`src/rtl/perf_event_gen_pkg.sv`:
```
// perf_event_gen_pkg
//   Shared definitions for the performance event generator and the counter
//   unit that consumes its events: event selector codes (bit positions on
//   the event bus), RISC-V major opcodes used by the decoder, the trap
//   tracking state type and the misaligned-access helper.
package perf_event_gen_pkg;

    // Event selector codes; each value is also the bit index on the event bus.
    localparam int unsigned LOAD_INSTRUCTIONS  = 1;
    localparam int unsigned STORE_INSTRUCTIONS = 2;
    localparam int unsigned UNALIGNED_ACCESSES = 3;
    localparam int unsigned ARITH_INSTRUCTIONS = 4;
    localparam int unsigned TRAPS_TAKEN        = 5;
    localparam int unsigned INTERRUPTS_TAKEN   = 6;
    localparam int unsigned UNCOND_BRANCHES    = 7;
    localparam int unsigned COND_BRANCHES      = 8;
    localparam int unsigned TAKEN_BRANCHS      = 9;

    // Major opcodes, retire_instr[6:0].
    localparam logic [6:0] OPC_LOAD   = 7'b0000011;
    localparam logic [6:0] OPC_STORE  = 7'b0100011;
    localparam logic [6:0] OPC_OP     = 7'b0110011;
    localparam logic [6:0] OPC_OPIMM  = 7'b0010011;
    localparam logic [6:0] OPC_JAL    = 7'b1101111;
    localparam logic [6:0] OPC_JALR   = 7'b1100111;
    localparam logic [6:0] OPC_BRANCH = 7'b1100011;

    typedef enum logic [1:0] {
        IDLE    = 2'd0,
        IN_TRAP = 2'd1,
        IN_IRQ  = 2'd2
    } trap_state_t;

    // Access size comes from funct3[1:0]; size code 3 is treated as a word.
    function automatic logic is_unaligned(input logic [1:0] size, input logic [1:0] addr);
        logic res;
        case (size)
            2'b00:   res = 1'b0;
            2'b01:   res = addr[0];
            default: res = |addr;
        endcase
        return res;
    endfunction

endpackage

```
`src/rtl/perf_event_gen_if.sv`:
```
// EVENT_INT
//   Event bus from the event generator to the counter unit.
//   execute : one retired instruction in this cycle
//   events  : one-cycle event pulses, bit index = event selector code
interface EVENT_INT #(
    parameter int EVENT_W = 16
) ();
    logic               execute;
    logic [EVENT_W-1:0] events;

    modport out  (output execute, output events);
    modport sink (input  execute, input  events);
endinterface

```
`src/rtl/perf_event_gen_classify.sv`:
```
// perf_instr_classify
//   Purely combinational classification of one retiring instruction into
//   the retire-side event bits (load, store, unaligned, arith, branches).
//   Trap bits and bit 0 are always driven 0 here.
//   Ports: valid     - instruction retires this cycle
//          instr     - instruction word
//          addr      - effective address low bits (load/store only)
//          br_taken  - conditional branch resolved taken
//          events    - event vector, bit index = selector code
module perf_instr_classify
    import perf_event_gen_pkg::*;
#(
    parameter int EVENT_W = 16
) (
    input  logic               valid,
    input  logic [31:0]        instr,
    input  logic [1:0]         addr,
    input  logic               br_taken,
    output logic [EVENT_W-1:0] events
);

    logic [6:0] opcode;
    logic [1:0] size;
    logic       unused_instr_bits;

    assign opcode = instr[6:0];
    assign size   = instr[13:12];
    assign unused_instr_bits = ^{instr[31:14], instr[11:7]};

    always_comb begin
        events = '0;
        if (valid) begin
            case (opcode)
                OPC_LOAD: begin
                    events[LOAD_INSTRUCTIONS]  = 1'b1;
                    events[UNALIGNED_ACCESSES] = is_unaligned(size, addr);
                end
                OPC_STORE: begin
                    events[STORE_INSTRUCTIONS] = 1'b1;
                    events[UNALIGNED_ACCESSES] = is_unaligned(size, addr);
                end
                OPC_OP, OPC_OPIMM: events[ARITH_INSTRUCTIONS] = 1'b1;
                OPC_JAL, OPC_JALR: events[UNCOND_BRANCHES]    = 1'b1;
                OPC_BRANCH: begin
                    events[COND_BRANCHES] = 1'b1;
                    events[TAKEN_BRANCHS] = br_taken;
                end
                default: ;
            endcase
        end
    end

endmodule

```
`src/rtl/perf_event_gen.sv`:
```
// perf_event_gen
//   Turns retire and trap activity into registered one-cycle event pulses
//   for the performance counter unit. A trap tracking FSM makes a trap
//   entry sequence that holds trap_taken for several cycles count once.
//   Ports: clk, rst (async, active low)
//          retire_valid/instr/mem_addr/br_taken - retiring instruction
//          trap_taken, trap_is_irq              - trap entry and its cause
//          mret_retired                         - MRET completed (with retire_valid)
//          event_bus                            - execute + events[EVENT_W-1:0]
module perf_event_gen
    import perf_event_gen_pkg::*;
#(
    parameter int EVENT_W = 16
) (
    input  logic        clk,
    input  logic        rst,
    input  logic        retire_valid,
    input  logic [31:0] retire_instr,
    input  logic [1:0]  retire_mem_addr,
    input  logic        retire_br_taken,
    input  logic        trap_taken,
    input  logic        trap_is_irq,
    input  logic        mret_retired,
    EVENT_INT.out       event_bus
);

    trap_state_t        state_q, state_d;
    logic               trap_q, trap_d;
    logic               execute_q, execute_d;
    logic [EVENT_W-1:0] events_q, events_d;
    logic [EVENT_W-1:0] retire_events;
    logic               trap_pulse, irq_pulse;
    logic               mret_ok;

    perf_instr_classify #(.EVENT_W(EVENT_W)) u_classify (
        .valid    (retire_valid),
        .instr    (retire_instr),
        .addr     (retire_mem_addr),
        .br_taken (retire_br_taken),
        .events   (retire_events)
    );

    assign mret_ok = mret_retired & retire_valid;

    // Trap FSM: pulse on entry from IDLE, or on a fresh 0->1 of trap_taken
    // while still inside a previous trap (nested trap).
    always_comb begin
        state_d    = state_q;
        trap_pulse = 1'b0;
        irq_pulse  = 1'b0;
        case (state_q)
            IDLE: begin
                if (trap_taken) begin
                    trap_pulse = 1'b1;
                    irq_pulse  = trap_is_irq;
                    state_d    = trap_is_irq ? IN_IRQ : IN_TRAP;
                end
            end
            IN_TRAP, IN_IRQ: begin
                if (!trap_taken || mret_ok) begin
                    state_d = IDLE;
                end else if (!trap_q) begin
                    trap_pulse = 1'b1;
                    irq_pulse  = trap_is_irq;
                    state_d    = trap_is_irq ? IN_IRQ : IN_TRAP;
                end
            end
            default: state_d = IDLE;
        endcase
    end

    always_comb begin
        trap_d    = trap_taken;
        execute_d = retire_valid;
        events_d  = retire_events;
        events_d[TRAPS_TAKEN]      = trap_pulse;
        events_d[INTERRUPTS_TAKEN] = irq_pulse;
        events_d[0]                = 1'b0;
    end

    always_ff @(posedge clk or negedge rst) begin
        if (!rst) begin
            state_q   <= IDLE;
            trap_q    <= 1'b0;
            execute_q <= 1'b0;
            events_q  <= '0;
        end else begin
            state_q   <= state_d;
            trap_q    <= trap_d;
            execute_q <= execute_d;
            events_q  <= events_d;
        end
    end

    assign event_bus.execute = execute_q;
    assign event_bus.events  = events_q;

endmodule

```
`src/flat_wrapper.sv`:
```
// flat-port wrapper written by rule: the top's interface ports become plain ports
module perf_event_gen_flat import perf_event_gen_pkg::*;
#(
    parameter int EVENT_W = 16
)
  (clk, rst, retire_valid, retire_instr, retire_mem_addr, retire_br_taken, trap_taken, trap_is_irq, mret_retired, event_bus_execute, event_bus_events);
  EVENT_INT #(.EVENT_W(EVENT_W)) event_bus_i ();
  input  logic clk;
  input  logic rst;
  input  logic retire_valid;
  input  logic [31:0] retire_instr;
  input  logic [1:0] retire_mem_addr;
  input  logic retire_br_taken;
  input  logic trap_taken;
  input  logic trap_is_irq;
  input  logic mret_retired;
  output wire logic [$bits(event_bus_i.execute)-1:0] event_bus_execute;
  output wire logic [$bits(event_bus_i.events)-1:0] event_bus_events;
  assign event_bus_execute = event_bus_i.execute;
  assign event_bus_events = event_bus_i.events;
  perf_event_gen #(.EVENT_W(EVENT_W)) u_core (.clk(clk), .rst(rst), .retire_valid(retire_valid), .retire_instr(retire_instr), .retire_mem_addr(retire_mem_addr), .retire_br_taken(retire_br_taken), .trap_taken(trap_taken), .trap_is_irq(trap_is_irq), .mret_retired(mret_retired), .event_bus(event_bus_i));
endmodule
```
`config.mk`:
```
export PLATFORM = sky130hd
export DESIGN_NAME = perf_event_gen_flat
export DESIGN_NICKNAME = d
export VERILOG_FILES = /design/src/rtl/perf_event_gen_pkg.sv /design/src/rtl/perf_event_gen_if.sv /design/src/rtl/perf_event_gen_classify.sv /design/src/rtl/perf_event_gen.sv /design/src/flat_wrapper.sv
export SDC_FILE = /design/constraint.sdc
export NUM_CORES = 1
export LEC_CHECK = 0
export ABC_AREA = 1
export ABC_CLOCK_PERIOD_IN_PS = 1300
export BUFFER_PORTS_ARGS = -buffer_cell sky130_fd_sc_hd__buf_2
export CORE_ASPECT_RATIO = 0.75
export CORE_MARGIN = 2
export CORE_UTILIZATION = 40
export CTS_CLUSTER_SIZE = 12
export DETAILED_ROUTE_END_ITERATION = 10
export MAX_ROUTING_LAYER = met4
export PLACE_DENSITY = 0.8
export SYNTH_ARGS = -nofsm -noshare
export SYNTH_HDL_FRONTEND = slang
export SYNTH_HIERARCHICAL = 1
export SYNTH_SLANG_ARGS = --single-unit
```
`constraint.sdc`:
```
create_clock -name clk -period 1.3 [get_ports clk]
set_input_delay 0.065 -clock clk [delete_from_list [all_inputs] [get_ports clk]]
set_output_delay 0.065 -clock clk [all_outputs]
set_load 0.02 [all_outputs]
```
==> results.txt, run 1 <==
The flow ran to the end, and the final reports show no timing, DRC or antenna violations. The core box area is 2000 um^2. On the worst path, the slowest cell contributes a delay of 420 ps.

Once detailed placement completed, the half-perimeter wirelength came to 1160 um. The critical path goes through inv_2, ha_4, nand2_2, nor2_2, nor2_2, inv_2, nand2_1, nand2_1. The area growth from synthesis to layout is 30.9%. The synthesized area came out at 842 um^2. The horizontal die dimension is 57.0 um. The layout cell share with drive strength beyond 1 is 42.3%. The maximum level of the CTS H-tree came out at 1. The die is 43.7 um tall. The launch instance of the worst register-to-register path is u_core/state_q[0]. The total power per unit cell area came out at 1340 nW/um^2. After global routing, the most crowded layer is met2. The mean instance size in the synthesized netlist is 9.46 um^2. The die area is about 2500 um^2. The path type of the worst min-delay path is in -> reg. After detailed routing, the number of vias per cell comes to 4.23. The maximum number of pins on one net before global-route repair is 20. The number of detailed-route iterations in the first pass is 4.

Data on the critical path is required at its endpoint by 1480 ps. On the critical path, the stage with the largest delay is an instance of dfrtp_1. The minimum clock period after layout is 1220 ps. The total leakage power came out at 0.627 nW. The cell area after placement is 1000 um^2. The total overflow reported by the global router came out at 0. The placer congestion estimate is between 0.9 and 1. The worst setup path startpoint is u_core/state_q[0].

The initial antenna violation count is 0. The worst hold slack is between 15 and 20 ps. The number of global-route vias before repair is approximately 540. The number of vias in the routed layout came out at 651. The repair_antennas step left the layout with diodes totalling 0.

Global routing used 12.8% of the available tracks. The startpoint identified for the worst hold timing path is retire_instr[4]. The root buffer cell chosen for the clock tree is clkbuf_4. Broken down by cell family, the worst path's largest delay share belongs to flip-flops.

The wire length of the first global-routing pass is 2240 um. The count of final max-slew check failures came out at 0. The worst setup path is launched from a register. The met2 demand-to-capacity share in global routing is between 20% and 30%.

Counting every sink on the clock net gives 19. The global routing usage on met1 came out at 13.5%. The overall power of the completed layout is approximately 0.0015 W. In the global route stage, met3 resource usage came out at between 6 and 7%. The number of buffers created by CTS came out at 3. The worst-case clock skew is 5.01 ps. During synthesis, Yosys emitted a total of 6 warnings. Clock-pin slew was measured on the worst setup and hold paths at 100 ps. The clock passes through at most 2 buffers. The boundary pin count is slightly below 60. The final setup violation count is 0.

The type of the setup path with the least slack is reg -> reg. The number of nets in the finished design came out at roughly 170. The clock tree from TritonCTS is built. For this block, the initial DRC count from the detailed router was 9. The initialized floorplan defines 14 standard-cell rows. The detailed-route wire length per cell came out at a little under 10 um.

The worst setup path is captured at a register. The maximum clock frequency is 817 MHz. At the worst endpoint, the arrival time is about 1400 ps. The critical path buffer and inverter count came out at 2. The final number of hold-violating endpoints came out at 0.

The final layout contains routed wiring with a total length of 1480 um. The count of buffers inserted at the top-level ports came out at 33. After routing the design area is about 1100 um^2.

The initial core utilization came out at 42.2%. The clock latency at the later pin of the worst-skew pair came out at 290 ps. The number of standard cells after synthesis came out at 89. Along the worst path, the maximum fanout reaches 5. The count of max-cap constraint violations is 0. The maximum vdd drop is approximately 0.00077 V. The fraction of the cycle the final worst path needs came out at 94.1%. The slack of the worst reg-to-reg path is 80 ps. The number of antenna-violating nets in the routed design came out at 0.

The DRC violations left came out at 0. The core utilization of the finished layout came out at 55.2%.
-- worst register-to-register path, delay by kind of cell, from the launching register on --
family	cells	cell delay [ps]
AND/OR/NAND/NOR	5	360
flip-flops	1	420
adder cells (fa/ha/maj)	1	210
buffers and inverters	2	130
-- area by class of cell --
| class | count | area (um^2) |
|---|---|---|
| clock buffers | 4 | 26.3 |
| fillers | 185 | 895 |
| inverters | 15 | 56.3 |
| multi-input cells | 53 | 292 |
| flip-flops and latches | 19 | 475 |
| well taps | 24 | 30.0 |
| repair buffers | 39 | 223 |
-- metrics by stage --
stage / std cells / TNS, ps / setup slack [ps]
6_report: 154 / 0 / 76.3
5_1_grt: 154 / -1.93 / -1.93
4_1_cts: 152 / 0 / 39.4
3_5_place_dp: 144 / -30.6 / -21.9
3_3_place_gp: 144 / 0 / 24.9
2_1_floorplan: 94 / 0 / 93.4
-- power by group --
| part | switching (W) | internal [W] |
|---|---|---|
| Combinational | 0.000291 | 0.000227 |
| Clock | 0.000160 | 0.000119 |
| Sequential | 0.0000306 | 0.000652 |
-- metal layers --
metal	wire [um]	vias to the layer above
li1	-	341
met1	566	281
met2	779	27
met3	124	2
met4	13	0
met5	0	-
-- flip-flops by register name, summed over array words and instances (netlist names) --
| signal | flops |
|---|---|
| u_core/state_q | 2 |
| u_core/event_bus.execute | 1 |
| u_core/trap_q | 1 |
| u_core/event_bus.events | 15 |
-- placed cells by master (no fill, tap or decap), drive strengths merged --
master / n
buf: 34
nand2: 21
dfrtp: 19
inv: 15
nor2: 9
conb: 7
dlygate4sd3: 5
nand4: 4
clkbuf: 4
nand3: 3
a21oi: 3
ha: 2
nor3: 2
o22ai: 1
nor3b: 1
-- what timing repair did --
| item | CTS | global route |
|---|---|---|
| setup endpoints to repair | 2 | 2 |
| gates cloned | 0 | 0 |
| gates resized for setup | 1 | 3 |
| buffers inserted | 0 | 1 |
| endpoints found under the hold margin | 22 | 1 |
| pin swaps | 0 | 2 |
| hold buffers | 4 | 1 |
-- path summary, 6_finish.rpt --
| kind | cells past startpoint | to |
|---|---|---|
| worst max-delay path | 8 | u_core/state_q[0] |
| worst min-delay path | 3 | u_core/event_bus.events[4] |
| worst max register to register | 8 | u_core/state_q[0] |
| worst min register to register | 2 | u_core/state_q[0] |
| max in group asynchronous | 2 | u_core/event_bus.events[11] |
| min in group asynchronous | 2 | u_core/event_bus.events[1] |
No activity file was read; power rests on OpenSTA's default activity.
==> inputs of run 2 (changes only) <==
- MAX_ROUTING_LAYER: met4 -> default
==> run 2 against run 1 <==
Compared with the run above:
- clock-buffer cell count unchanged
- hold slack about the same
- first-iteration DRC count fell by 11%
- design area is the same
- via count did not move
- sequential cell count did not move
- non-clock buffer count unchanged
- total power hardly changed
- sequential share of layout area stayed put
- setup slack is essentially flat
==> results.txt, run 2 (same netlist as run 1, synthesis figures left out) <==
The number of flip-flops under the largest register name came out at 15. The first detailed-routing pass took 4 iterations. The total leakage power came out at 0.627 nW. The worst setup path is captured at a register. In this run the horizontal extent of the chip is about 57 um. Setup violations remaining at the end of the flow were counted as 0. In the final design database the tool counted around 170 nets.

The maximum number of pins on one net before global-route repair came out at 20. The clock network fraction of total power is 18.9%. The maximum vdd drop is 0.000768 V. The min-delay analysis places its worst path in the category in -> reg. The switching share of power is roughly a third.

The DRC violations left is 0. The maximum level of the CTS H-tree is 1. The number of rows in the core area came out at 14.

The fraction of the cycle the final worst path needs is 94.1%. The number of violations reported at the end of detailed-routing iteration 0 came out at 8. The number of diodes added for antenna fixing is 0. The initial antenna violation count is 0. Clock tree synthesis found a total of 19 sinks. The count of final max-slew check failures is 0.

The placer congestion estimate is around 0.89. Counting along the longest clock path gives a buffer depth of 2. The total of fill cells in the finished design is 185. The number of vias in the routed layout came out at around 650. Once detail routing completed, the nets flagged for antenna violations numbered 0.

The total overflow reported by the global router is 0. The boundary pin count came out at slightly below 60. Once the floorplan was initialized, standard cells occupied 42.2% of the core.

Between clock sinks in the finished design, the worst skew comes to around 5 ps. The die extent in y came out at ~44 um. The area added between synthesis and finish is 30.9%. Timing analysis after detailed placement gives a worst setup slack of -21.9 ps. Port buffering added 33 buffers.

The count of max-cap constraint violations is 0. The run finished with clean final reports. Data arrives at the worst endpoint at 1410 ps. In this run the worst path has a maximum fanout of 5. The core utilization of the finished layout is 55.2%. The library cell used most frequently in the layout, excluding fill and tap cells, is buf_2.

The logic gate share of total power came out at 35.0%. The detailed placement HPWL is about 1200 um. The clock latency at the later pin of the worst-skew pair came out at 290 ps. The global-route usage over all layers is 12.4%. The number of global-route vias before repair came out at 538. The maximum clock frequency is 818 MHz. The wire length of the first global-routing pass is 2230 um.

The final number of hold-violating endpoints came out at 0. STA puts the critical path data required time at roughly 1500 ps. The number of buffers created by CTS came out at 3. The die area is ~2500 um^2. After detailed routing, the number of vias per cell comes to 4.23.

In this run the clock root is driven by a clkbuf_4. Clock-pin slew was measured on the worst setup and hold paths at 100 ps. The top cell types in the final layout, fill and taps aside, are buf_2 (33), dfrtp_1 (19), nand2_1 (17). Sequential cells burn 46.1% of the power. The minimum clock period after layout is about 1200 ps. The internal power consumption is roughly 0.001 W. Summed over all nets, the switching power comes to ~0.00048 W. The core box area came out at about 2000 um^2.

The clock tree from TritonCTS is built. The layout cell share with drive strength beyond 1 came out at 42.3%. The sort of element at the start of the critical path is a register.

The final worst setup slack came out at between 70 and 80 ps. The sum of routed wire length over all layers came out at between 1000 and 1500 um. The type of the setup path with the least slack is reg -> reg. The detailed-route wire length per cell is approximately 9.6 um.

The total power per unit cell area is about 1300 nW/um^2.
## run 2: cell counts in the layout (fill, tap and decap cells not counted)
Identical to the previous run, type by type.
## run 2: per-layer routing
metal / share of wire, % / wire length, um / global-route usage (%) / vias to the layer above
met5: 0 / 0 / 0 / -
li1: - / - / - / 341
met1: 37 / 544 / 12.9 / 281
met4: 0.88 / 13 / 5.58 / 0
met3: 9.8 / 145 / 7.76 / 2
met2: 53 / 781 / 20.2 / 27
## run 2: path summary, 6_finish.rpt
path	startpoint	endpoint	slack (ps)	cells past startpoint
setup / recovery	u_core/state_q[0]	u_core/state_q[0]	80	8
hold / removal	retire_instr[4]	u_core/event_bus.events[4]	20	3
setup reg to reg	u_core/state_q[0]	u_core/state_q[0]	80	8
hold reg to reg	u_core/state_q[0]	u_core/state_q[0]	550	2
max in group asynchronous	rst	u_core/event_bus.events[11]	790	2
min in group asynchronous	rst	u_core/event_bus.events[1]	220	2
## run 2: area by class of cell
type | count | area (um^2) | share of cell area (%)
Sequential cell | 19 | 475 | 43.1
Multi-Input combinational cell | 53 | 292 | 26.4
Timing Repair Buffer | 39 | 223 | 20.2
Inverter | 15 | 56.3 | 5.11
Tap cell | 24 | 30.0 | 2.72
Clock buffer | 4 | 26.3 | 2.38
## run 2: critical path, stage by stage, from the launching register on
cell and delay (ps):
dfrtp_1 420, inv_2 70, ha_4 210, nand2_2 70, nor2_2 40, nor2_2 150, inv_2 50, nand2_1 50
nand2_1 50
## run 2: through the flow
stage               setup TNS, ps  total power, W  hold WS, ps  cell area (um^2)  instances
CTS                             0         0.00146         3.53              1080        152
detailed placement          -30.6         0.00111         24.6              1000        144
finish                          0         0.00148         16.1              1100        154
floorplan                       0        0.000993         -231               861         94
global placement                0         0.00109         6.66              1000        144
global route                -1.93         0.00159         3.10              1100        154
## run 2: timing repair
action                                 CTS  global route
pin swaps                                0             2
hold buffers                             4             1
resized for setup                        1             3
setup buffers                            0             1
setup endpoints to repair                2             2
endpoints found under the hold margin   22             1
## run 2: power groups by stage
stage | Sequential [W] | Combinational [W] | Clock (W)
3_3_place_gp | 0.000689 | 0.000396 | 0
5_1_grt | 0.000690 | 0.000573 | 0.000324
3_5_place_dp | 0.000693 | 0.000413 | 0
4_1_cts | 0.000681 | 0.000480 | 0.000299
2_1_floorplan | 0.000736 | 0.000256 | 0
6_report | 0.000683 | 0.000519 | 0.000280
==> inputs of run 3 (changes only) <==
- CORE_MARGIN: 2 -> default
==> run 3 against run 2 <==
Compared with the run above:
- die area is 7.9% lower
- via count is 3.8% higher
- combinational power is 3% higher
- design area is 0.45% lower
- maximum frequency is 0.11% lower
- routed wire length is 5.3% higher
- setup slack worse by 1.3 ps
- critical path type unchanged
- critical endpoint unchanged
- sequential cell count stayed put
==> results.txt, run 3 (same netlist as run 1, synthesis figures left out) <==
The die extent in y came out at 41.7 um. TritonCTS built the clock tree. The slack of the worst reg-to-reg path is 80 ps. The required arrival time at the worst endpoint came out at 1490 ps. The horizontal die dimension came out at ~55 um.

In this run the critical register-to-register path is launched from u_core/state_q[1]. The type of the setup path with the least slack is reg -> reg. The start point of the worst hold path is retire_instr[4]. Across all hold checks on the routed design, the worst slack comes to 29.2 ps. The layer flagged by global routing as most heavily used is met2.

The boundary pin count came out at 58. The wire length of the first global-routing pass is ~2700 um. The number of detailed-route iterations in the first pass is 4. The worst-case clock skew came out at 4.12 ps. The most critical setup path has its startpoint at u_core/state_q[1]. The number of antenna-violating nets in the routed design is 0. The minimum clock period after layout is roughly 1200 ps.

Global routing finished with a remaining overflow of 0. The maximum level of the CTS H-tree is 1. The flow ran to the end, and the final reports show no timing, DRC or antenna violations.

The detailed-route wire length per cell came out at 10.3 um. The number of vias in the routed layout is 676. Across the run, the number of max-cap violations was 0. The arrival time reported for the critical path endpoint came out at 1410 ps. The net count of the finished layout is 174. The maximum net fanout on the critical path is 5. The initial antenna violation count came out at 0. The area added between synthesis and finish came out at 30.3%. The initial core utilization is 45.4%. The number of diodes added for antenna fixing came out at 0. The number of flip-flops under the largest register name came out at 15. The fraction of the cycle the final worst path needs is 94.2%. The total of fill cells in the finished design came out at 172. For this run, the share of the core covered by cells in the final layout is 59.2%. The number of violations reported at the end of detailed-routing iteration 0 came out at 4. The final worst setup slack came out at roughly 75 ps.

The number of global-route vias before repair is approximately 670. At the end of routability-driven placement, the weighted congestion stood at about 0.9. The most common cell after layout, fill and taps aside is buf_2.

The clock latency at the later pin of the worst-skew pair came out at 290 ps. The DRC violations left came out at 0. In this run, CTS created clock tree buffers numbering 3.

CTS saw 19 sinks. The layout cell share with drive strength beyond 1 came out at 43.1%. Dividing total power by cell area gives a power density of approximately 1400 nW/um^2.

Dividing the detail-routed via count by the number of cells gives 4.45. Setup repair after global routing left no endpoint under its margin. The setup TNS came out at 0 ps. Clock-pin slew was measured on the worst setup and hold paths at 100 ps. The maximum buffer depth of the clock tree came out at 2. The sum of routed wire length over all layers came out at 1560 um. The global-route usage over all layers is 16.8%. At the placement stage, the worst setup path has a slack of -0.245 ps.

For this run, global-route usage on met2 was measured as between 20 and 30%. The maximum clock frequency came out at 817 MHz. The min-delay analysis places its worst path in the category in -> reg. The overall power of the completed layout came out at 0.00150 W. The maximum vdd drop came out at 0.000899 V. The type of element capturing the critical path is a register. The die area came out at 2290 um^2. The total leakage power came out at 0.628 nW. The clock tree root buffer cell is clkbuf_4. The final number of hold-violating endpoints is 0. The maximum number of pins on one net before global-route repair is 20. The detailed placement HPWL came out at 1190 um.

The met3 usage in global routing came out at around 8%. Port buffering added 33 buffers. STA classifies the critical path startpoint as a register. The final setup violation count came out at 0. The count of final max-slew check failures was 0. The core box area is 1850 um^2. The global routing usage on met1 came out at between 10% and 20%. The number of rows in the core area is 13. Leaving out fill and tap cells, the most frequent cells in the layout are buf_2 (33), dfrtp_1 (19), nand2_1 (17).
run 3: cell types whose count changed in the layout (fill, tap and decap cells not counted), sizes merged:
| cell | change |
|---|---|
| buf | +1 |
| dlygate4sd3 | -1 |
run 3: final cells by class:
cell class,instances,area (um^2),share of cell area [%]
Multi-Input combinational cell,53,292,26.6
Sequential cell,19,475,43.3
Clock buffer,4,26.3,2.39
Timing Repair Buffer,39,220,20.1
Tap cell,22,27.5,2.51
Inverter,15,56.3,5.13
run 3: per-layer routing:
metal | share of wire [%] | vias to the layer above
met5 | 0 | -
met4 | 2.6 | 0
met3 | 6.7 | 4
met2 | 49 | 23
met1 | 42 | 311
li1 | - | 338
run 3: through the flow:
step,cells,area [um^2]
2_1_floorplan,94,861
3_3_place_gp,143,1010
3_5_place_dp,143,1010
4_1_cts,151,1090
5_1_grt,152,1100
6_report,152,1100
run 3: final timing paths:
| path | end | cells after the start |
|---|---|---|
| worst max-delay path | u_core/state_q[0] | 8 |
| worst min register to register | u_core/state_q[1] | 2 |
| worst max register to register | u_core/state_q[0] | 8 |
| worst min-delay path | u_core/event_bus.events[4] | 3 |
| max in group asynchronous | u_core/event_bus.events[3] | 2 |
| min in group asynchronous | u_core/state_q[0] | 2 |
run 3: worst max-delay path, stage by stage (launching register included):
cell,delay (ps)
dfrtp_1,420
inv_2,70
ha_4,210
nand2_2,70
nor2_2,40
nor2_2,150
inv_2,50
nand2_1,50
nand2_1,50
run 3: repair_timing:
item,4_1_cts,5_1_grt
hold buffers,4,0
pin swaps,0,2
cloned,0,0
setup buffers,0,1
endpoints found under the setup margin,2,2
endpoints found under the hold margin,22,0
gates resized for setup,1,3
run 3: power by group:
part	total, W	leakage, nW	switching, W	internal (W)
clock network	0.000279	0.0150	0.000160	0.000119
logic	0.000537	0.370	0.000299	0.000238
registers	0.000681	0.243	0.0000288	0.000652
